--- config.mk ---
export PLATFORM = sky130hd
export DESIGN_NAME = game_controller
export DESIGN_NICKNAME = d
export VERILOG_FILES = /design/src/rtl/game_pkg.sv /design/src/rtl/game_tick_gen.sv /design/src/rtl/game_controller.sv
export SDC_FILE = /design/constraint.sdc
export NUM_CORES = 1
export LEC_CHECK = 0
export ABC_AREA = 1
export BUFFER_PORTS_ARGS = -buffer_cell sky130_fd_sc_hd__buf_4
export CAP_MARGIN = 0
export CORE_ASPECT_RATIO = 1.25
export CORE_UTILIZATION = 65
export DETAILED_ROUTE_END_ITERATION = 12
export GPL_TIMING_DRIVEN = 0
export PLACE_DENSITY = 0.83
export SLEW_MARGIN = 5
export SYNTH_ARGS = -nofsm -noshare
export SYNTH_HDL_FRONTEND = slang
export SYNTH_SLANG_ARGS = --single-unit
--- constraint.sdc ---
create_clock -name CLOCK_50 -period 5.2 [get_ports CLOCK_50]
set_clock_uncertainty 0.15 [all_clocks]
set_input_delay 0.52 -clock CLOCK_50 [delete_from_list [all_inputs] [get_ports CLOCK_50]]
set_output_delay 0.52 -clock CLOCK_50 [all_outputs]
set_load 0.01 [all_outputs]
--- src/rtl/game_pkg.sv ---
// Shared types and constants for the whack-a-box game sequencer.
// Also holds the target-box selection rule used by the PICK state.
package game_pkg;

    typedef enum logic [1:0] {
        LOBBY     = 2'd0,
        PICK      = 2'd1,
        WAIT      = 2'd2,
        GAME_OVER = 2'd3
    } state_t;

    localparam logic [2:0] LEVEL_LOBBY    = 3'd0;
    localparam logic [2:0] LEVEL_GAMEOVER = 3'd7;
    localparam logic [7:0] SCORE_MAX      = 8'd255;

    // Folds a raw 3-bit random value onto 1..n and never repeats the previous target.
    function automatic logic [2:0] pick_box(input logic [2:0] raw,
                                            input logic [2:0] prev,
                                            input logic [2:0] n);
        logic [2:0] cand;
        cand = raw;
        if (cand == 3'd0) begin
            cand = 3'd1;
        end else if (cand > n) begin
            cand = cand - n;
        end
        if (cand == prev) begin
            cand = (cand >= n) ? 3'd1 : cand + 3'd1;
        end
        return cand;
    endfunction

endpackage

--- src/rtl/game_tick_gen.sv ---
// Free-running cycle counter that emits a one-cycle tick every CYCLES enabled cycles.
module game_tick_gen #(
    parameter int unsigned CYCLES = 50_000_000
) (
    input  logic clk,
    input  logic rst_n,
    input  logic en,
    input  logic clr,
    output logic tick
);

    localparam int unsigned CW = (CYCLES > 1) ? $clog2(CYCLES) : 1;
    localparam logic [CW-1:0] LAST = CW'(CYCLES - 1);

    logic [CW-1:0] cnt_q;
    logic [CW-1:0] cnt_d;

    always_comb begin
        cnt_d = cnt_q;
        tick  = 1'b0;
        if (clr) begin
            cnt_d = '0;
        end else if (en) begin
            if (cnt_q == LAST) begin
                cnt_d = '0;
                tick  = 1'b1;
            end else begin
                cnt_d = cnt_q + CW'(1);
            end
        end
    end

    always_ff @(posedge clk or negedge rst_n) begin
        if (!rst_n) begin
            cnt_q <= '0;
        end else begin
            cnt_q <= cnt_d;
        end
    end

endmodule

--- src/rtl/game_controller.sv ---
// Whack-a-box game sequencer: lobby, target picking, hit scoring, countdown and game over.
// Every output is a flop whose next value is derived from the next state.
module game_controller
    import game_pkg::*;
#(
    parameter int unsigned NUM_BOXES    = 6,
    parameter int unsigned SEC_CYCLES   = 50_000_000,
    parameter int unsigned GAME_SECONDS = 60,
    parameter int unsigned WINDOW_INIT  = 100_000_000,
    parameter int unsigned WINDOW_STEP  = 10_000_000,
    parameter int unsigned WINDOW_MIN   = 30_000_000,
    parameter int unsigned LEVEL_HITS   = 5,
    parameter int unsigned SOUND_CYCLES = 25_000_000
) (
    input  logic       CLOCK_50,
    input  logic       resetn,
    input  logic       start,
    input  logic [2:0] lfsr_value,
    input  logic [2:0] box_address,
    output logic [2:0] level_select,
    output logic       lobby_sound,
    output logic       play_sound,
    output logic [7:0] score,
    output logic [5:0] game_timer,
    output logic [1:0] difficulty,
    output logic       game_over
);

    localparam int unsigned WIN_W = $clog2(WINDOW_INIT + 1);
    localparam int unsigned SND_W = $clog2(SOUND_CYCLES + 1);
    localparam int unsigned HIT_W = $clog2(LEVEL_HITS + 1);

    state_t           state_q, state_d;
    logic [2:0]       box_s1_q, box_s_q, box_p_q;
    logic [2:0]       target_q, target_d;
    logic [WIN_W-1:0] window_q, window_d;
    logic [WIN_W-1:0] win_cnt_q, win_cnt_d;
    logic [SND_W-1:0] snd_cnt_q, snd_cnt_d;
    logic [HIT_W-1:0] hit_cnt_q, hit_cnt_d;
    logic [7:0]       score_q, score_d;
    logic [5:0]       timer_q, timer_d;
    logic [1:0]       diff_q, diff_d;
    logic [2:0]       level_q, level_d;
    logic             lobby_q, lobby_d;
    logic             play_q, play_d;
    logic             game_over_q, game_over_d;

    logic in_game;
    logic hit_event;
    logic sec_tick;

    assign in_game   = (state_q == PICK) || (state_q == WAIT);
    assign hit_event = (box_s_q != 3'd0) && (box_s_q != box_p_q);

    game_tick_gen #(.CYCLES(SEC_CYCLES)) u_sec_tick (
        .clk   (CLOCK_50),
        .rst_n (resetn),
        .en    (in_game && (timer_q != 6'd0)),
        .clr   (state_q == LOBBY),
        .tick  (sec_tick)
    );

    always_comb begin
        state_d   = state_q;
        target_d  = target_q;
        window_d  = window_q;
        win_cnt_d = win_cnt_q;
        hit_cnt_d = hit_cnt_q;
        score_d   = score_q;
        timer_d   = timer_q;
        diff_d    = diff_q;
        snd_cnt_d = snd_cnt_q;
        if (snd_cnt_q != '0) snd_cnt_d = snd_cnt_q - SND_W'(1);
        if (sec_tick) timer_d = timer_q - 6'd1;

        case (state_q)
            LOBBY: begin
                if (start) begin
                    score_d   = '0;
                    diff_d    = '0;
                    hit_cnt_d = '0;
                    timer_d   = 6'(GAME_SECONDS);
                    window_d  = WIN_W'(WINDOW_INIT);
                    state_d   = PICK;
                end
            end
            PICK: begin
                target_d  = pick_box(lfsr_value, target_q, 3'(NUM_BOXES));
                win_cnt_d = window_q;
                state_d   = WAIT;
            end
            WAIT: begin
                if (hit_event && (box_s_q == target_q)) begin
                    if (score_q != SCORE_MAX) score_d = score_q + 8'd1;
                    snd_cnt_d = SND_W'(SOUND_CYCLES);
                    if (hit_cnt_q + HIT_W'(1) == HIT_W'(LEVEL_HITS)) begin
                        hit_cnt_d = '0;
                        if (32'(window_q) >= WINDOW_MIN + WINDOW_STEP) begin
                            window_d = window_q - WIN_W'(WINDOW_STEP);
                        end else begin
                            window_d = WIN_W'(WINDOW_MIN);
                        end
                        if (diff_q != 2'd3) diff_d = diff_q + 2'd1;
                    end else begin
                        hit_cnt_d = hit_cnt_q + HIT_W'(1);
                    end
                    state_d = PICK;
                end else begin
                    // A wrong strike costs a point but leaves the window running.
                    if (hit_event && (score_q != 8'd0)) score_d = score_q - 8'd1;
                    if (win_cnt_q <= WIN_W'(1)) begin
                        state_d = PICK;
                    end else begin
                        win_cnt_d = win_cnt_q - WIN_W'(1);
                    end
                end
            end
            GAME_OVER: begin
                if (start) state_d = LOBBY;
            end
            default: state_d = LOBBY;
        endcase

        // Scoring above has already happened when the countdown ends the game.
        if (in_game && (timer_q == 6'd0)) state_d = GAME_OVER;
        if (state_d == LOBBY) snd_cnt_d = '0;

        case (state_d)
            LOBBY:     level_d = LEVEL_LOBBY;
            GAME_OVER: level_d = LEVEL_GAMEOVER;
            WAIT:      level_d = target_d;
            default:   level_d = level_q;
        endcase
        lobby_d     = (state_d == LOBBY);
        game_over_d = (state_d == GAME_OVER);
        play_d      = (snd_cnt_d != '0);
    end

    always_ff @(posedge CLOCK_50 or negedge resetn) begin
        if (!resetn) begin
            state_q     <= LOBBY;
            box_s1_q    <= 3'd0;
            box_s_q     <= 3'd0;
            box_p_q     <= 3'd0;
            target_q    <= 3'd0;
            window_q    <= WIN_W'(WINDOW_INIT);
            win_cnt_q   <= '0;
            snd_cnt_q   <= '0;
            hit_cnt_q   <= '0;
            score_q     <= 8'd0;
            timer_q     <= 6'(GAME_SECONDS);
            diff_q      <= 2'd0;
            level_q     <= LEVEL_LOBBY;
            lobby_q     <= 1'b1;
            play_q      <= 1'b0;
            game_over_q <= 1'b0;
        end else begin
            state_q     <= state_d;
            box_s1_q    <= box_address;
            box_s_q     <= box_s1_q;
            box_p_q     <= box_s_q;
            target_q    <= target_d;
            window_q    <= window_d;
            win_cnt_q   <= win_cnt_d;
            snd_cnt_q   <= snd_cnt_d;
            hit_cnt_q   <= hit_cnt_d;
            score_q     <= score_d;
            timer_q     <= timer_d;
            diff_q      <= diff_d;
            level_q     <= level_d;
            lobby_q     <= lobby_d;
            play_q      <= play_d;
            game_over_q <= game_over_d;
        end
    end

    assign level_select = level_q;
    assign lobby_sound  = lobby_q;
    assign play_sound   = play_q;
    assign score        = score_q;
    assign game_timer   = timer_q;
    assign difficulty   = diff_q;
    assign game_over    = game_over_q;

endmodule

=== After elaboration in Yosys (flattened, before gate mapping) ===
Index checks and enable logic that the tools add are counted.

* $add $sub $neg: 11
* Magnitude comparators: 4
* Equal/unequal tests: 20
* Multiplexer cells: 48
* Reductions and logical operators: 24

{| class="wikitable"
|+ Operator list
! operator !! count
|-
| $mux W27 || 6
|-
| $pmux W27 S2 || 2
|-
| $mux W25 || 4
|-
| $mux W26 || 3
|-
| $reduce_bool A25 Y1 || 2
|-
| $mux W8 || 4
|-
| $ge A27 B26 Y1 const B || 1
|-
| $le A27 B1 Y1 const B || 1
|-
| $mux W3 || 9
|-
| $sub A27 B1 Y27 const B || 1
|-
| $sub A27 B24 Y27 const B || 1
|-
| $add A26 B1 Y26 const B || 1
|-
| $eq A26 B26 Y1 const B || 1
|-
| $sub A25 B1 Y25 const B || 1
|-
| $mux W2 || 9
|-
| $mux W6 || 3
|-
| $pmux W8 S2 || 1
|-
| $pmux W3 S3 || 1
|-
| $add A8 B1 Y8 const B || 1
|-
| $eq A2 B2 Y1 const B || 4
|-
| $ne A2 B2 Y1 const B || 4
|-
| $ne A8 B8 Y1 const B || 1
|-
| $pmux W2 S4 || 1
|-
| $reduce_and A4 Y1 || 2
|-
| 28 further kinds || 43
|}

* Flip-flop bits (word level): 144
* Input bits: 9
* Output and inout bits: 22
* Logic and storage cells: 124

=== Logic depth before layout (Yosys ltp) ===
Gate-level depths: netlist of the first run.

* Depth in word-level cells: 9
* Depth in mapped cells: 18
* Mapped depth without buffers: 17

=== Hierarchy ===
Synthesis of the first run repeated with hierarchy kept, for this count alone.

* Cell total of the unflattened synthesis: 1226
* Area, all modules: 8859.7 um^2

{| class="wikitable"
|+ Modules (own cells, without submodules)
! module !! instances !! cells each !! area an instance (um^2) !! seq. area each (um^2)
|-
| game_controller || 1 || 968 || 7114.3 || 2798.9
|-
| game_tick_gen || 1 || 258 || 1745.4 || 650.6
|}

=== Worst setup path after synthesis of the first run ===
Ideal clock, no wire load.

* Path type: register -> register
* Start point: register box_s_q[1]
* End point: register score_q[7], in the netlist score[7]
* Setup time: 0.132 ns
* Data arrival time: 2.186 ns
* Data required time: 4.918 ns
* Path slack: 2.732 ns
* Stages on the path, launching flop included: 18
* Path buffers: 0
* Period minus slack after synthesis: 2.468 ns
* Cell sequence: dfrtp_1 > inv_1 > nand2_1 > nand2_1 > nor2_2 > nand2_2 > nor2_8 > inv_2 > ha_1 > a21oi_1 > o21bai_1 > a21oi_1 > o21bai_1 > nand2_1 > nand2_1 > a21oi_1 > xor2_1 > o22ai_1

* Word-level cells in the longest chain between the ends: 5
* Elaborated cells between the ends (all ways): 11
* Classes of those cells: eq/ne: 4; mux: 2; reduce/logical: 5

{| class="wikitable"
|+ Ends and longest elaborated chain
! item !! line !! RTL
|-
| start: declaration || game_controller.sv:34 || <nowiki>logic [2:0] box_s1_q, box_s_q, box_p_q;</nowiki>
|-
| start signal: assignment || game_controller.sv:160 || <nowiki>box_s_q <= box_s1_q;</nowiki>
|-
| $ne A3 B3 Y1 or $reduce_bool A3 Y1 (tied branches) || game_controller.sv:53 || <nowiki>assign hit_event = (box_s_q != 3'd0) && (box_s_q != box_p_q);</nowiki>
|-
| $logic_and A1 B1 Y1 || game_controller.sv:53 ||
|-
| $logic_and A1 B1 Y1 (on tied branches) || game_controller.sv:93, game_controller.sv:110 ||
|-
| $ne A3 B2 Y1 (no source line) (tied with other cells) || - ||
|-
| $reduce_and A4 Y1 (no source line) or $pmux W8 S2 (tied branches) || - ||
|-
| end signal: assignment || game_controller.sv:167 || <nowiki>score_q <= score_d;</nowiki>
|-
| end: declaration || game_controller.sv:40 || <nowiki>logic [7:0] score_q, score_d;</nowiki>
|}

Parallel ways exist; a longest one is shown, timed or not.
A chain may end at the register's enable or synchronous reset.

=== Worst setup path in the final report of the first run ===
Same ends and word-level chain as after synthesis.

==> results.txt, run 1 <==
- The final hold violation count was 0.
- For this run, the leading register cell type out of synthesis is sky130_fd_sc_hd__dfrtp_1.
* Cells after Synth: 1151
- VDD sags by at most 0.414 mV.
- Yosys warning total: 0
- Flop2flop setup slack: 2.29 ns
* FF+latch area: 3450 µm²
* Multi-input logic area: 4440 µm²
- Entering global routing, the biggest net connects 78 pins.
* Clock latency on the worst-skew pair: 0.43 ns
- Synthesis inferred 137 register bits.
- Clock tree from TritonCTS: done
- In this run the horizontal extent of the chip is 105 µm.
* Root buf cell: sky130_fd_sc_hd__clkbuf_16
* Maximum clock insertion buffer count: 2
- Net count reported at finish: 1236
* Number of max-cap violations: 0
* # H-tree levels: 4
* Total gr overflow: 0
* Static Leak: 4.59 nW
- Clock sink total: 137
- Clock-pin slew was measured on the worst setup and hold paths at 0.06 ns.
* Detailed placement HPWL: 14900 µm
- Final design utilization: 75.8%
- Antenna fix cells: 0
- Type of element launching the critical path: flop
- Setup repair after global routing missed its margin: no
- Worst r2r path cells: 17
- Number of vias per cell after detailed routing: 5.84
- Final estimated routing congestion in global placement: 0.955
- Post-synth EDFFs: 0
- Post-synthesis adder-cell area fraction: 3.73%
- DRC Markers: 0
* Share of layout cells above drive strength 1: 11.5%
- I/O Buffers: 30
- In the finished design, the share of the clock period the worst path needs comes to 56.0%.
- Hold Path Depth: 1
* Average wire length per cell after detail routing: 15.2 µm
* Total number of vias: 8070
- Number of buffers created by CTS: 17
- Maximum operating frequency: 344 MHz
* Post-layout minimum cycle time: 2.91 ns
- In this run the critical register-to-register path is captured at score[7].
- The worst hold path belongs to the class input port to flop.
* Endpoint of the worst hold-timing path: box_s1_q[1]
- Die area: 13700 µm²
- Number of nets with antenna violations after routing: 0
- Row count: 46
* Core area: 12800 µm²
* Hold_ws: 0.0474 ns
- The max-slew violation count was 0.
- In this run the vertical extent of the chip is 130 µm.
* Complex-gate fraction of the synthesized area: 14.2%
* Synthesized-area fraction occupied by xor and xnor cells: 4.49%
- The worst setup path is captured at a flop.
- Power Density: 631 nW/µm²
* Number of search-and-repair iterations in the first detailed-routing pass: 5
- Result of the run: complete, no violations
- Excluding fillers, the count of instances in the completed layout stands at 1383.
- For this block, the initial DRC count from the detailed router was 595.
- Filler cell count in the final layout: 982
- The first global-routing pass estimated 35300 µm of wire.
- Synthesis instantiated 56 different standard cells from the library.
- Type of the worst setup path: flop to flop
- The area growth from synthesis to layout is 12.9%.
- Cell area after technology mapping: 8580 µm²
- After synthesis, flip-flops and latches occupy 40.2% of the total area.
* Routed Wire Length: 21100 µm
- Measured against its own limit, the worst slew margin works out to 61.0%.
- Post-Route Setup TNS: 0 ns
* Critical path peak fanout: 15
- Commonest non-fill, non-tap cell in the layout: sky130_fd_sc_hd__nand2_1
- Portion of netlist area occupied by mux cells: 0%
- A synthesized cell averages 7.46 µm².
- By area, the combinational part of the netlist is dominated by simple AND/OR/NAND/NOR gates.
- Start point of the worst min-delay path: box_address[1]
* Synthesized net count: 1185
* Least setup slack across all paths after layout: 2.29 ns
- Summing the areas of all and, or, nand and nor instances in the mapped netlist gives 29.3% of the synthesized area.
* Post-CTS repair timing setup buffer count: 0
- At the pin with the least slew margin, the transition time is 0.586 ns.
* Inst Count DP: 1350
- Leaving out fill and tap cells, the most frequent cells in the layout are sky130_fd_sc_hd__nand2_1, sky130_fd_sc_hd__nor2_1, sky130_fd_sc_hd__inv_1.
* Critical register-to-register path startpoint: box_s_q[1]
- Vias in the first global route: 7730
- Effective utilization at floorplan: 67.2%
- Antenna violations before repair: 0
- Timing analysis after detailed placement gives a worst setup slack of 2.35 ns.
- Required time of the critical path: 5.35 ns
- FFs w/ async S/R, synth: 100%
* GR Util All Layers: 32.6%
- Top-level port count: 31
* Crit path DAT: 3.06 ns
- Final setup violation count: 0
-- cell families (layout without fill, tap and decap cells) --
group                      count (synthesis)  in the layout
DFF                                      137            137
buffers and inverters                    173            237
and+or+nand+nor                          560            560
adders and majority gates                 25             25
xor gates and xnor gates                  44             44
AOI/OAI and AO/OA                        212            212
-- what timing repair did --
action,in CTS,in global routing
endpoints found under the hold margin,57,0
hold buffers,1,0
gates resized for setup,0,0
-- synth_stat cells, types with 3 or more instances --
cell | number | area, µm²
sky130_fd_sc_hd__nand4_1 | 18 | 113
sky130_fd_sc_hd__nor3_2 | 3 | 30.0
sky130_fd_sc_hd__or2_2 | 4 | 25.0
sky130_fd_sc_hd__nand2_2 | 6 | 37.5
sky130_fd_sc_hd__inv_1 | 139 | 522
sky130_fd_sc_hd__o211ai_1 | 5 | 37.5
sky130_fd_sc_hd__nand3_1 | 57 | 285
sky130_fd_sc_hd__clkbuf_1 | 10 | 37.5
sky130_fd_sc_hd__dfstp_2 | 17 | 447
sky130_fd_sc_hd__buf_2 | 7 | 35.0
sky130_fd_sc_hd__a221oi_1 | 4 | 35.0
sky130_fd_sc_hd__o21ai_1 | 16 | 80.1
sky130_fd_sc_hd__xor2_1 | 38 | 333
sky130_fd_sc_hd__and2_1 | 3 | 18.8
sky130_fd_sc_hd__nand3b_1 | 7 | 52.6
sky130_fd_sc_hd__nor2_2 | 12 | 75.1
sky130_fd_sc_hd__o22ai_1 | 15 | 93.8
sky130_fd_sc_hd__buf_6 | 3 | 33.8
sky130_fd_sc_hd__o31ai_1 | 8 | 60.1
sky130_fd_sc_hd__nand2_1 | 226 | 848
sky130_fd_sc_hd__a31oi_1 | 13 | 81.3
sky130_fd_sc_hd__o21ai_0 | 74 | 370
sky130_fd_sc_hd__nor3_1 | 35 | 175
sky130_fd_sc_hd__nor2_1 | 162 | 608
sky130_fd_sc_hd__nor4_1 | 12 | 75.1
sky130_fd_sc_hd__inv_2 | 10 | 37.5
sky130_fd_sc_hd__o21bai_1 | 4 | 30.0
sky130_fd_sc_hd__nor2_4 | 6 | 67.6
sky130_fd_sc_hd__xnor2_1 | 6 | 52.6
sky130_fd_sc_hd__dfrtp_1 | 120 | 3000
sky130_fd_sc_hd__ha_1 | 24 | 300
sky130_fd_sc_hd__a21oi_1 | 55 | 275
-- critical path, cell delays in order (launching register included) --
cell and delay [ns]:
sky130_fd_sc_hd__dfrtp_1 0.40, sky130_fd_sc_hd__inv_1 0.09, sky130_fd_sc_hd__nand2_1 0.06, sky130_fd_sc_hd__nand2_1 0.05, sky130_fd_sc_hd__nor2_2 0.11, sky130_fd_sc_hd__nand2_2 0.09
sky130_fd_sc_hd__nor2_8 0.23, sky130_fd_sc_hd__inv_2 0.18, sky130_fd_sc_hd__ha_1 0.32, sky130_fd_sc_hd__a21oi_1 0.19, sky130_fd_sc_hd__o21bai_1 0.12, sky130_fd_sc_hd__a21oi_1 0.15
sky130_fd_sc_hd__o21bai_1 0.10, sky130_fd_sc_hd__nand2_1 0.08, sky130_fd_sc_hd__nand2_1 0.05, sky130_fd_sc_hd__a21oi_1 0.16, sky130_fd_sc_hd__xor2_1 0.16, sky130_fd_sc_hd__o22ai_1 0.08
-- where the power goes --
part | switching [mW] | leakage [nW] | internal, mW
Sequential | 0.283 | 1.74 | 1.39
Combinational | 2.09 | 2.54 | 1.05
Clock | 0.448 | 0.307 | 0.852
Total | 2.82 | 4.59 | 3.29
-- worst max path at each step --
stage | depth (start not counted) | slack, ns | to | startpoint
final | 17 | 2.29 | score[7] | box_s_q[1]
after global routing | 17 | 2.04 | score[7] | box_s_q[1]
after CTS | 16 | 2.31 | score[6] | box_s_q[1]
after detailed placement | 17 | 2.35 | score[7] | box_s_q[1]
after global placement | 17 | 2.41 | score[7] | box_s_q[1]
after floorplan | 17 | 2.73 | score[7] | box_s_q[1]
-- registers in the layout, summed over array words and instances, names as in the netlist, 3 cells and up --
register and flops:
score 8, window_q 20, game_timer 6, win_cnt_q 27, target_q 3, snd_cnt_q 25, box_s_q 3, level_select 3
hit_cnt_q 3, u_sec_tick.cnt_q 26, box_s1_q 3, box_p_q 3
-- per-layer routing --
metal	share of wire (%)	track usage, %	up-vias	routed length, µm
met4	3.2	15.3	0	678
met1	41	38.9	3843	8740
met3	4.9	4.91	64	1030
met5	0	0	-	0
met2	50	58.3	258	10600
li1	-	-	3905	-
-- cell type report --
type / instances / share of cell area (%)
Buffer: 23 / 1.33
Sequential cell: 137 / 35.6
Tap cell: 168 / 2.17
Inverter: 150 / 5.81
Clock inverter: 7 / 1.42
Timing Repair Buffer: 32 / 2.75
Multi-Input combinational cell: 841 / 45.8
Clock buffer: 25 / 5.11
-- stage by stage --
stage | instance area (µm²) | power, mW
floorplan | 8580 | 3.93
global placement | 9020 | 4.64
detailed placement | 9050 | 4.73
CTS | 9690 | 6.08
global route | 9690 | 6.59
finish | 9690 | 6.12
(Power assumes the default switching activity.)
==> run 2, diff against run 1 <==
--- a/config.mk
+++ b/config.mk
@@ -9,10 +9,10 @@
 export BUFFER_PORTS_ARGS = -buffer_cell sky130_fd_sc_hd__buf_4
 export CAP_MARGIN = 0
 export CORE_ASPECT_RATIO = 1.25
-export CORE_UTILIZATION = 65
+export CORE_UTILIZATION = 63
 export DETAILED_ROUTE_END_ITERATION = 12
 export GPL_TIMING_DRIVEN = 0
-export PLACE_DENSITY = 0.83
+export PLACE_DENSITY = 0.81
 export SLEW_MARGIN = 5
 export SYNTH_ARGS = -nofsm -noshare
 export SYNTH_HDL_FRONTEND = slang
==> constraint.sdc (replaced) <==
create_clock -name CLOCK_50 -period 3 [get_ports CLOCK_50]
set_clock_uncertainty 0.15 [all_clocks]
set_input_delay 0.3 -clock CLOCK_50 [delete_from_list [all_inputs] [get_ports CLOCK_50]]
set_output_delay 0.3 -clock CLOCK_50 [all_outputs]
set_load 0.01 [all_outputs]
==> run 2 against run 1 <==
Effect of this change:
- fmax up 3.5%
- critical endpoint is now play_sound
- flip-flop and latch count unchanged
- design area up 0.10%
- wire length about the same
- utilization down 2.9 points
- clock power up 65%
==> results.txt, run 2 (synthesis results as in run 1) <==
- The final HPWL from detailed placement came to 14900 µm (about the same).
- Clock latency on the worst-skew pair: 0.43 ns (about the same)
- The total leakage power was 4.58 nW (was 4.59 nW).
- Final estimated routing congestion in global placement: 0.966 (was 0.955)
* Worst r2r path cells: 11 (was 17)
- Height of the die: 132 µm (was 130 µm)
* Series of cell instances along the critical path: inv_1, ha_1, buf_2, inv_1, clkbuf_1, buf_2, o22ai_1, o21ai_0, nand3_1, nor2_1, nand2_1 (was inv_1, nand2_1, nand2_1, nor2_2, nand2_2, nor2_8, inv_2, ha_1, a21oi_1, o21bai_1, a21oi_1, o21bai_1, nand2_1, nand2_1, a21oi_1, xor2_1, o22ai_1)
- The gate family responsible for the most delay along the worst path is buffers and inverters (was compound AO/OA/AOI/OAI gates).
- The floorplan core area came to 13300 µm² (was 12800 µm²).
* Final hold violation count: 0 (unchanged)
- GR Util All Layers: 32.1% (was 32.6%)
- The TritonCTS buffer count was 17 (unchanged).
- The startpoint-to-endpoint class of the critical path is flop to flop (unchanged).
- I/O Buffers: 30 (unchanged)
* Largest stage delay, worst path: 0.42 ns (was 0.40 ns)
* Area added between synthesis and finish: 13.1% (was 12.9%)
- The arrival time reported for the critical path endpoint is 2.97 ns (was 3.06 ns).
- Final design utilization: 73.0% (was 75.8%)
- Critical Path End Type: flop (unchanged)
- Die area: 14100 µm² (was 13700 µm²)
- The number of levels in the clock H-tree was 4 (unchanged).
- The power density over the cells was 1080 nW/µm² (was 631 nW/µm²).
- The post-detailed-route DRC marker count is 0 (unchanged).
- Highest-count cells in the layout ignoring fill and taps: sky130_fd_sc_hd__nand2_1, sky130_fd_sc_hd__nor2_1, sky130_fd_sc_hd__inv_1 (unchanged).
* Total gr overflow: 0 (unchanged)
- Crit path max-delay cell type: sky130_fd_sc_hd__buf_2 (was sky130_fd_sc_hd__dfrtp_1)
* Post-CTS repair timing setup buffer count: 0 (unchanged)
- Clock tree from TritonCTS: done (unchanged)
* Number of search-and-repair iterations in the first detailed-routing pass: 6 (was 5)
- Root buf cell: sky130_fd_sc_hd__clkbuf_16 (unchanged)
- The placed cell area was 9050 µm² (about the same).
- The I/O pin total came to 31 (unchanged).
- Vias in the first global route: 7915 (was 7730)
- Net count reported at finish: 1238 (was 1236)
- Effective utilization at floorplan: 64.6% (was 67.2%)
* Number of vias per cell after detailed routing: 5.77 (was 5.84)
- Top Registers: win_cnt_q x27, u_sec_tick.cnt_q x26, snd_cnt_q x25 (unchanged)
- The share of layout cells above drive strength 1 is 11.8% (was 11.5%).
* Commonest non-fill, non-tap cell in the layout: sky130_fd_sc_hd__nand2_1 (unchanged)
- Required time of the critical path: 3.16 ns (was 5.35 ns)
* Register bank with the most flops: win_cnt_q (unchanged)
* Critical path peak fanout: 19 (was 15)
* Routed Wire Length: 21100 µm (about the same)
- The count of clock tree sinks is 137 (unchanged).
- Number of nets with antenna violations after routing: 0 (unchanged)
* Flip-flop count of the largest register after layout: 27 (unchanged)
* Final setup violation count: 0 (unchanged)
- Peak supply drop: 0.624 mV (was 0.414 mV)
- Die extent in x: 106 µm (was 105 µm)
- The kind of start point of the critical path was a flop (unchanged).
* Flop2flop setup slack: 0.19 ns (was 2.29 ns)
- Result of the run: complete, no violations (unchanged).
- Antenna fix cells: 0 (unchanged)
* Post-layout minimum cycle time: 2.81 ns (was 2.91 ns)
- Final Cycle Share: 93.7% (was 56.0%)
- Setup repair after global routing missed its margin: no (unchanged).
- Row count: 47 (was 46)
* Maximum clock insertion buffer count: 2 (unchanged)
- First-pass GRT wire length: 36100 µm (was 35300 µm)
- The final non-filler cell area is 9700 µm² (was 9690 µm²).
* Final Max Tran Viols: 0 (unchanged)
- Average wire length per cell after detail routing: 15.2 µm (about the same)
- The maximum number of pins on one net before global-route repair was 78 (unchanged).
- Number of max-cap violations: 0 (unchanged)
* Total number of vias: 8006 (was 8070)
- Post-Route Setup TNS: 0 ns (unchanged)
- The total buffers and inverters traversed by the critical path was 5 (was 2).
* Antenna violations before repair: 0 (unchanged)
- The hold path depth is 3 (was 1).
- Starting DRC count in detailed routing: 542 (was 595)
- Clock-pin slew reported for the worst setup and hold paths after clock tree synthesis: 0.06 ns (about the same)
* Headroom to the max-slew limit: 53.7% (was 61.0%)
* Tightest Pin Transition: 0.694 ns (was 0.586 ns)
* Classification of the worst-slack hold path: input port to flop (unchanged)
* Total number of cells along the worst setup path: 11 (was 17)
* Maximum operating frequency: 356 MHz (was 344 MHz)
run 2: cell count changes in the layout (fill, tap and decap cells not counted):
cell,change
sky130_fd_sc_hd__inv_2,-1
sky130_fd_sc_hd__clkinv_2,+2
sky130_fd_sc_hd__o31ai_1,-1
sky130_fd_sc_hd__dlygate4sd3_1,+3
sky130_fd_sc_hd__clkbuf_8,-2
sky130_fd_sc_hd__clkinvlp_4,+3
sky130_fd_sc_hd__o31ai_2,+1
sky130_fd_sc_hd__inv_4,+1
sky130_fd_sc_hd__clkinv_4,+1
sky130_fd_sc_hd__bufinv_16,-1
sky130_fd_sc_hd__clkbuf_1,-4
run 2: worst paths after layout:
path	start	endpoint
worst max-delay path	state_q[0]	play_sound
max in group asynchronous	resetn	window_q[16]
worst max register to register	state_q[0]	play_sound
min in group asynchronous	resetn	box_s_q[1]
worst min-delay path	start	game_timer[3]
worst min register to register	box_s1_q[1]	box_s_q[1]
run 2: timing repair:
item                                    in CTS  in global routing
hold endpoints to repair                    60                  0
hold buffers                                 4                  0
endpoints found under the setup margin       0                  3
gates resized for setup                      0                  3
run 2: cell type report:
| type | count | area (µm²) |
|---|---|---|
| Fill cell | 1054 | 3590 |
| Tap cell | 171 | 214 |
| Buffer | 22 | 125 |
| Timing Repair Buffer | 35 | 297 |
| Multi-Input combinational cell | 841 | 4440 |
| Sequential cell | 137 | 3450 |
| Inverter | 150 | 566 |
| Clock inverter | 12 | 149 |
| Clock buffer | 20 | 457 |
run 2: worst min-delay path: stages:
cell	delay, ns
sky130_fd_sc_hd__buf_4	0.10
sky130_fd_sc_hd__nand2_1	0.12
sky130_fd_sc_hd__nand3b_1	0.11
run 2: layer usage:
metal	wire, µm	up-vias	global-route usage, %
met2	10600	245	55.0
met1	8810	3780	39.2
li1	-	3917	-
met4	708	0	14.0
met5	0	-	0
met3	951	64	5.96
run 2: metrics by stage:
step           std cells  setup WS, ns  hold WS, ns  total power, mW
2_1_floorplan       1151         0.532       -0.146             6.81
3_3_place_gp        1352         0.212        0.187             8.05
3_5_place_dp        1353         0.197        0.172             8.21
4_1_cts             1389         0.124       0.0790             10.4
5_1_grt             1388       0.00738        0.108             11.3
6_report            1388         0.188       0.0921             10.5
run 2: power by group:
part           total (mW)  internal [mW]  leakage (nW)  switching, mW
clock                2.15           1.34         0.288          0.809
sequential           2.88           2.41          1.74          0.479
combinational        5.47           1.83          2.55           3.63
